<file path="config.mk">
export PLATFORM = sky130hd
export DESIGN_NAME = rv_fifo_level
export DESIGN_NICKNAME = d
export VERILOG_FILES = /design/src/rtl/rv_fifo_pkg.sv /design/src/rtl/rv_fifo_mem.sv /design/src/rtl/rv_fifo_level.sv
export SDC_FILE = /design/constraint.sdc
export NUM_CORES = 1
export LEC_CHECK = 0
export BUFFER_PORTS_ARGS = -buffer_cell sky130_fd_sc_hd__buf_4
export CAP_MARGIN = 10
export CORE_MARGIN = 3
export CORE_UTILIZATION = 59
export CTS_CLUSTER_DIAMETER = 50
export CTS_CLUSTER_SIZE = 28
export DETAILED_ROUTE_END_ITERATION = 6
export PLACE_DENSITY_LB_ADDON = 0.08
export SLEW_MARGIN = 20
export SYNTH_ARGS = -nofsm -noshare
export SYNTH_HDL_FRONTEND = slang
export SYNTH_SLANG_ARGS = --single-unit
</file>
<file path="constraint.sdc">
create_clock -name clock_port -period 3.3 [get_ports clock_port]
set_clock_uncertainty 0.15 [all_clocks]
set_input_delay 0.33 -clock clock_port [delete_from_list [all_inputs] [get_ports clock_port]]
set_output_delay 0.33 -clock clock_port [all_outputs]
set_load 0.01 [all_outputs]
</file>
<file path="src/rtl/rv_fifo_pkg.sv">
// Shared defaults and address helpers for the rv_fifo family.
// Pointer arithmetic supports non-power-of-two depths.
package rv_fifo_pkg;

    localparam int RV_FIFO_WIDTH_DEF = 8;
    localparam int RV_FIFO_DEPTH_DEF = 10;

    function automatic int rv_fifo_addr_w(input int depth);
        return (depth <= 2) ? 1 : $clog2(depth);
    endfunction

    function automatic int unsigned rv_fifo_wrap_inc(input int unsigned addr, input int unsigned depth);
        return (addr == depth - 32'd1) ? 32'd0 : addr + 32'd1;
    endfunction

endpackage

</file>
<file path="src/rtl/rv_fifo_mem.sv">
// Simple dual-port storage: port1 writes, port2 reads synchronously (registered output).
// A read and a write to the same address on one edge return the old contents.
module rv_fifo_mem #(
    parameter int WIDTH = 8,
    parameter int DEPTH = 10,
    parameter int AW    = 4
) (
    input  logic             clk,
    input  logic             port1_write_en,
    input  logic [AW-1:0]    port1_addr,
    input  logic [WIDTH-1:0] port1_data,
    input  logic [AW-1:0]    port2_addr,
    output logic [WIDTH-1:0] port2_data
);

    logic [WIDTH-1:0] mem_q [DEPTH];
    logic [WIDTH-1:0] rd_dat_q;

    always_ff @(posedge clk) begin
        if (port1_write_en) begin
            mem_q[port1_addr] <= port1_data;
        end
        rd_dat_q <= mem_q[port2_addr];
    end

    assign port2_data = rd_dat_q;

endmodule

</file>
<file path="src/rtl/rv_fifo_level.sv">
// Ready/valid FIFO with occupancy count and registered almost-full/almost-empty flags.
// Latency 1 cycle (0 with RV_FIFO_BYPASS_EN on an empty FIFO); ready = ~full, valid never depends on ready.
module rv_fifo_level
    import rv_fifo_pkg::*;
#(
    parameter int WIDTH              = RV_FIFO_WIDTH_DEF,
    parameter int DEPTH              = RV_FIFO_DEPTH_DEF,
    parameter int ALMOST_FULL_LEVEL  = 8,
    parameter int ALMOST_EMPTY_LEVEL = 2
) (
    input  logic                       clock_port,
    input  logic                       reset_port,
    input  logic                       clear,
    input  logic [WIDTH-1:0]           input_port_data,
    input  logic                       input_port_valid,
    output logic                       input_port_ready,
    output logic [WIDTH-1:0]           output_port_data,
    output logic                       output_port_valid,
    input  logic                       output_port_ready,
    output logic [$clog2(DEPTH+1)-1:0] level,
    output logic                       almost_full,
    output logic                       almost_empty
);

    localparam int AW = rv_fifo_addr_w(DEPTH);
    localparam int LW = $clog2(DEPTH + 1);

    logic [AW-1:0]    push_addr_q, push_addr_d;
    logic [AW-1:0]    pop_addr_q, pop_addr_d;
    logic [LW-1:0]    level_q, level_d;
    logic             empty_q, empty_d;
    logic             full_q, full_d;
    logic             almost_full_q, almost_full_d;
    logic             almost_empty_q, almost_empty_d;
    logic             fwd_sel_q, fwd_sel_d;
    logic [WIDTH-1:0] fwd_dat_q, fwd_dat_d;
    logic             push, pop, bypass_take, mem_wr_en;
    logic [WIDTH-1:0] mem_rd_dat, stored_dat;

    always_comb begin
`ifdef RV_FIFO_BYPASS_EN
        bypass_take = empty_q & input_port_valid & output_port_ready;
`else
        bypass_take = 1'b0;
`endif
        push      = input_port_valid & ~full_q & ~bypass_take;
        pop       = ~empty_q & output_port_ready;
        mem_wr_en = push & ~clear & ~reset_port;

        push_addr_d = push_addr_q;
        pop_addr_d  = pop_addr_q;
        level_d     = level_q;
        fwd_sel_d   = 1'b0;
        fwd_dat_d   = input_port_data;
        if (clear) begin
            push_addr_d = '0;
            pop_addr_d  = '0;
            level_d     = '0;
        end else begin
            if (push) push_addr_d = AW'(rv_fifo_wrap_inc(32'(push_addr_q), DEPTH));
            if (pop)  pop_addr_d  = AW'(rv_fifo_wrap_inc(32'(pop_addr_q), DEPTH));
            level_d = level_q + LW'(push) - LW'(pop);
            // The synchronous read returns the old word when it targets the slot being written now.
            fwd_sel_d = push & (push_addr_q == pop_addr_d);
        end

        empty_d        = (level_d == '0);
        full_d         = (level_d == LW'(DEPTH));
        almost_full_d  = (level_d >= LW'(ALMOST_FULL_LEVEL));
        almost_empty_d = (level_d <= LW'(ALMOST_EMPTY_LEVEL));
    end

    always_ff @(posedge clock_port) begin
        if (reset_port) begin
            push_addr_q    <= '0;
            pop_addr_q     <= '0;
            level_q        <= '0;
            empty_q        <= 1'b1;
            full_q         <= 1'b0;
            almost_full_q  <= 1'b0;
            almost_empty_q <= 1'b1;
            fwd_sel_q      <= 1'b0;
        end else begin
            push_addr_q    <= push_addr_d;
            pop_addr_q     <= pop_addr_d;
            level_q        <= level_d;
            empty_q        <= empty_d;
            full_q         <= full_d;
            almost_full_q  <= almost_full_d;
            almost_empty_q <= almost_empty_d;
            fwd_sel_q      <= fwd_sel_d;
        end
        fwd_dat_q <= fwd_dat_d;
    end

    rv_fifo_mem #(
        .WIDTH (WIDTH),
        .DEPTH (DEPTH),
        .AW    (AW)
    ) u_mem (
        .clk            (clock_port),
        .port1_write_en (mem_wr_en),
        .port1_addr     (push_addr_q),
        .port1_data     (input_port_data),
        .port2_addr     (pop_addr_d),
        .port2_data     (mem_rd_dat)
    );

    assign stored_dat = fwd_sel_q ? fwd_dat_q : mem_rd_dat;

`ifdef RV_FIFO_BYPASS_EN
    assign output_port_valid = ~empty_q | input_port_valid;
    assign output_port_data  = empty_q ? input_port_data : stored_dat;
`else
    assign output_port_valid = ~empty_q;
    assign output_port_data  = stored_dat;
`endif

    assign input_port_ready = ~full_q;
    assign level            = level_q;
    assign almost_full      = almost_full_q;
    assign almost_empty     = almost_empty_q;

endmodule

</file>
* Word-level counts from Yosys, hierarchy flattened
Memories as Yosys holds them, arrays and structs flattened. A register that Yosys moved wholly into a read port is not among the register bits.
Cells that the tools add are included.
** Storage, ports and cells
- Bits in registers :: 25
- Bits in writable memories :: 80
- Bits of input ports :: 13
- Output and inout bits :: 16
- Word-level logic and storage cells :: 40
- Memories kept :: 1
** Memory list
- u_mem.mem_q :: depth 10, bits a word 8, read ports 1, clocked after memory_dff 1, write ports 1, line rv_fifo_mem.sv:16 : logic [WIDTH-1:0] mem_q [DEPTH];
** Cells by class
- Add/sub/neg operators :: 4
- Order comparisons :: 2
- Eq/ne operators :: 4
- Multiplexer cells :: 9
- Bitwise operators :: 9
- Reductions and logical operators :: 2
** Operators with widths (count)
- two-way mux 4 bit :: 6
- == test 4 bit, second input constant :: 3
- adder 4 x 1 -> 4 bit, second input constant :: 2
- two-way mux 8 bit :: 1
- bitwise AND 1 bit :: 5
- adder 4 x 1 -> 4 bit :: 1
- == test 4 bit :: 1
- greater-or-equal comparator 4 bit, second input constant :: 1
- less-or-equal comparator 4 x 2 -> 1 bit, second input constant :: 1
- zero test 4 bit :: 1
- inverter 1 bit :: 4
- subtractor 4 x 1 -> 4 bit :: 1
- two-way mux 1 bit :: 2
- OR reduction 2 bit :: 1

* Depth between registers and ports, before layout
- Depth in word-level cells :: 6
- Depth in mapped cells :: 10
- Gate-level depth less buffers :: 10

* Cells and area by module
A second synthesis with hierarchy kept.
** Unflattened totals
- Cells, all modules :: 313
- Area total of the unflattened synthesis :: 4590.7 um^2
** By module, submodules not included
- rv_fifo_mem :: times used 1, cells each 189, area an instance 3402.0 um^2, sequential area each 2562.5 um^2
- rv_fifo_level :: times used 1, cells each 124, area an instance 1188.6 um^2, sequential area each 500.5 um^2

* Worst setup path after synthesis
OpenSTA, ideal clock, no wires.
- Path type :: register -> register
- Start point :: reg pop_addr_q[1]
- End point :: reg u_mem.rd_dat_q[1] (netlist: u_mem.port2_data[1]), read port of u_mem.mem_q
- Library setup time :: 0.103 ns
- Data arrival time :: 2.260 ns
- Data required time :: 3.047 ns
- Slack :: 0.788 ns
- Stages on the path, launching flop included :: 11
- Path buffers :: 2
- Clock period less this slack :: 2.512 ns
- Cell sequence :: dfxtp_1 inv_1 ha_1 and3b_1 or3_4 a21o_1 buf_4 buf_12 mux2i_1 mux2_2 a222oi_1
** On the way
- Cells in the longest elaborated chain, start to end :: 5
- Elaborated cells on any way between the ends :: 6
- Those cells by class :: add/sub: 1; eq/ne: 1; mux: 4
** RTL lines
- from (decl) :: line rv_fifo_level.sv:29 : logic [AW-1:0] pop_addr_q, pop_addr_d;
- from (signal assigned) :: line rv_fifo_level.sv:85 : pop_addr_q <= pop_addr_d;
- adder 4 x 1 -> 4 bit or == test 4 bit (tied branches) :: line rv_fifo_pkg.sv:13 : return (addr == depth - 32'd1) ? 32'd0 : addr + 32'd1;
- two-way mux 4 bit :: line rv_fifo_pkg.sv:13
- two-way mux 4 bit (*) :: line rv_fifo_level.sv:61 : if (pop) pop_addr_d = AW'(rv_fifo_wrap_inc(32'(pop_addr_q), DEPTH));
- two-way mux 4 bit (*) (2 in series) :: line rv_fifo_level.sv:55 : if (clear) begin
- to (decl) :: line rv_fifo_mem.sv:17 : logic [WIDTH-1:0] rd_dat_q;
Mark *: on every way between the ends. The rest lies on a longest branch, timed or not. The select of a mux whose other input is x is not followed.
A chain may end at the register's enable or synchronous reset.

* Worst setup path after layout
- Start point :: reg pop_addr_q[1]
- End point :: reg u_mem.rd_dat_q[4] (netlist: u_mem.port2_data[4]), read port of u_mem.mem_q
Same word-level chain as after synthesis.

==> impl_metrics.yaml <==
outcome:
  status: "finished, final reports clean"
worst_setup_path:
  cp_max_fo: 24
  reg2reg_slack_ns: 0.46
  arrival_ns: 3.08
  cp-end-kind: "flip-flop"
  worstSetupStartpointType: "flip-flop"
  crit_type: "reg2reg"
  setup.worst_path.start: "pop_addr_q[1]"
  rr_startpoint: "pop_addr_q[1]"
  worstPathRequired_ns: 3.54
  worstReg2RegEnd: "u_mem.port2_data[4]"
  reg2reg_depth: 7
layout:
  n_antenna_cell: 0
  fin_cells: 477
  drive_gt1_frac: 0.249
  nets: 385
  area_delta_synth_final_pct: 23.2
die:
  die_area_um2: 8690
  fp.dieW_um: 93.2
  start_util: 0.612
  core.rowCount: 31
  die_y_um: 93.2
  ios: 29
  design.core.area_um2: 7330
clock_network:
  cts_resized: 0
  clockBufferDepth: 2
  clk_pin_slew_worst_paths_ns: 0.05
  cts_buffers: 17
  insertion_delay_ns: 0.51
  cts.htree.levels: 4
  cts_setup_buffers: 0
  cts_root_buffer: "clkbuf_8"
  cts_tree: "done"
  cts.sinks: 113
worst_hold_path:
  hold_depth: 4
  min_from: "input_port_valid"
  min_path_type: "in2reg"
  min_to: "push_addr_q[2]"
timing:
  rsz0062_at_grt: "false"
  layout_min_cycle_time_ns: 2.84
  slew_headroom: 0.375
  tightest_slew_ns: 0.934
  fin_setup_tns_ns: 0
  fmax_ghz: 0.352
  fin_crit_sh: 0.860
  finalMaxSlewViolations: 0
  setup_violations: 0
  fin_hold_ws_ns: 0.0479
  hold_violations: 0
logic_synthesis:
  netlist-cell-type-count: 46
  yosysWarnings: 0
  synthFlopType: "edfxtp_1"
  ys_ff_latch: 113
  syn_avg_cell_area_um2: 14.4
  synth_edf_count: 80
  yosysSeqAreaShare: 0.682
  async_reset_ff_frac: 0
  synthCells: 312
  netlist_area_um2: 4490
  syn_nets: 332
drt:
  wl_per_cell_um: 19.7
  drtIter0Drc: 210
  routed_via_density: 5.69
  route.met3.wl_um: 627
  drc: 0
  top_layer_used: "met4"
  num_vias: 2712
  wl_met1_um: 3950
  ant_nets: 0
  wirelength_um: 9380
  met2WireLength_um: 4610
  firstDrtPassIters: 5
grt:
  grt_max_degree: 33
  grt_usage: 0.237
  grt_pass1_wl_um: 14900
  grt_overflow_total: 0
  antenna_found_initial: 0
  grt_pass1_vias: 2798
place:
  dp.cells: 436
  port_buffers: 28
  gp_congestion: 0.769
  place_hpwl_um: 5330
job:
  maxCapViolCount: 0
power:
  p_leak_nw: 2.11
  power.density_nw_per_um2: 672
  irDropWorstVdd_mv: 0.433
## cells in the final DEF, fill, tap and decap left out, types with 8 or more instances in the layout
cell type	instances
a21oi_1	12
a222oi_1	8
a32o_1	8
buf_4	39
clkbuf_16	16
dfxtp_1	33
dlygate4sd3_1	9
edfxtp_1	80
inv_1	8
mux2_2	16
mux2i_1	17
nand2_1	31
nor2_1	19
o22ai_1	8
## logic make-up after synthesis
logic type | synth area share
adders and majority gates | 0.0212
xor gates and xnor gates | 0.0176
muxes | 0.0781
buffers and inverters | 0.0318
and+or+nand+nor | 0.0881
AOI/OAI and AO/OA | 0.0809
DFF | 0.682
## registers in the layout, indices dropped and copies added, names as in the netlist
name              cells
push_addr_q           4
fwd_dat_q             8
pop_addr_q            4
u_mem.mem_q          80
fwd_sel_q             1
empty_q               1
almost_empty          1
level                 4
u_mem.port2_data      8
almost_full           1
full_q                1
## per-stage QoR
step           instance area, um2  power (mW)  setup slack [ns]   util
3_5_place_dp                 4790        1.77             0.489  0.654
6_report                     5530        3.72             0.461  0.754
5_1_grt                      5530        3.81             0.290  0.754
4_1_cts                      5530        3.74             0.472  0.754
2_1_floorplan                4490        1.70             0.788      -
3_3_place_gp                 4790        1.76             0.588  0.654
## layer usage
metal / GRT usage / up-vias
met4: 0.122 / 0
met1: 0.304 / 1316
met2: 0.362 / 88
met3: 0.0764 / 25
met5: 0 / -
li1: - / 1283
## Yosys cell counts, types with 3 or more instances
| cell type | n | area share |
|---|---|---|
| a21o_1 | 4 | 0.0067 |
| a21oi_1 | 12 | 0.013 |
| a222oi_1 | 8 | 0.018 |
| a32o_1 | 8 | 0.018 |
| and2_1 | 5 | 0.0070 |
| clkbuf_1 | 6 | 0.0050 |
| dfxtp_1 | 33 | 0.15 |
| edfxtp_1 | 80 | 0.54 |
| ha_1 | 6 | 0.017 |
| inv_1 | 8 | 0.0067 |
| mux2_2 | 16 | 0.040 |
| mux2i_1 | 17 | 0.038 |
| nand2_1 | 31 | 0.026 |
| nand2b_1 | 3 | 0.0042 |
| nor2_1 | 19 | 0.016 |
| nor3_1 | 6 | 0.0067 |
| o21ai_0 | 3 | 0.0033 |
| o22ai_1 | 8 | 0.011 |
| xnor2_1 | 6 | 0.012 |
| xor2_1 | 3 | 0.0059 |
## worst max path at each step
| stage | endpoint | slack (ns) | cells after the start |
|---|---|---|---|
| floorplan | u_mem.port2_data[1] | 0.79 | 10 |
| global placement | u_mem.port2_data[5] | 0.59 | 7 |
| detailed placement | u_mem.port2_data[6] | 0.49 | 7 |
| CTS | u_mem.port2_data[4] | 0.47 | 7 |
| global route | u_mem.port2_data[4] | 0.29 | 7 |
| finish | u_mem.port2_data[4] | 0.46 | 7 |
## cell type report
| class | instances | area (um2) |
|---|---|---|
| flip-flops and latches | 113 | 3060 |
| fillers | 429 | 1800 |
| multi-input cells | 177 | 1280 |
| clock buffers | 19 | 442 |
| repair buffers | 48 | 383 |
| clock inverters | 13 | 206 |
| well taps | 99 | 124 |
| inverters | 8 | 30.0 |
## critical path, stage by stage (launching register included)
cell       delay, ns
dfxtp_1         0.38
inv_1           0.06
ha_1            0.26
or3b_1          0.38
a2bb2oi_2       0.18
nor2_4          0.55
mux2_2          0.40
a222oi_1        0.36
## where the power goes
| group | total (mW) | leakage (nW) | switching [mW] | internal (mW) |
|---|---|---|---|---|
| combinational | 0.194 | 0.802 | 0.105 | 0.0891 |
| clock | 1.97 | 0.316 | 0.624 | 1.34 |
| sequential | 1.56 | 0.993 | 0.0132 | 1.54 |
| total | 3.72 | 2.11 | 0.742 | 2.97 |
## timing repair
action	4_1_cts	5_1_grt
hold endpoints to repair	89	0
hold buffers	9	0
setup endpoints to repair	0	0
Note: power is estimated with default switching activity, not from simulation.
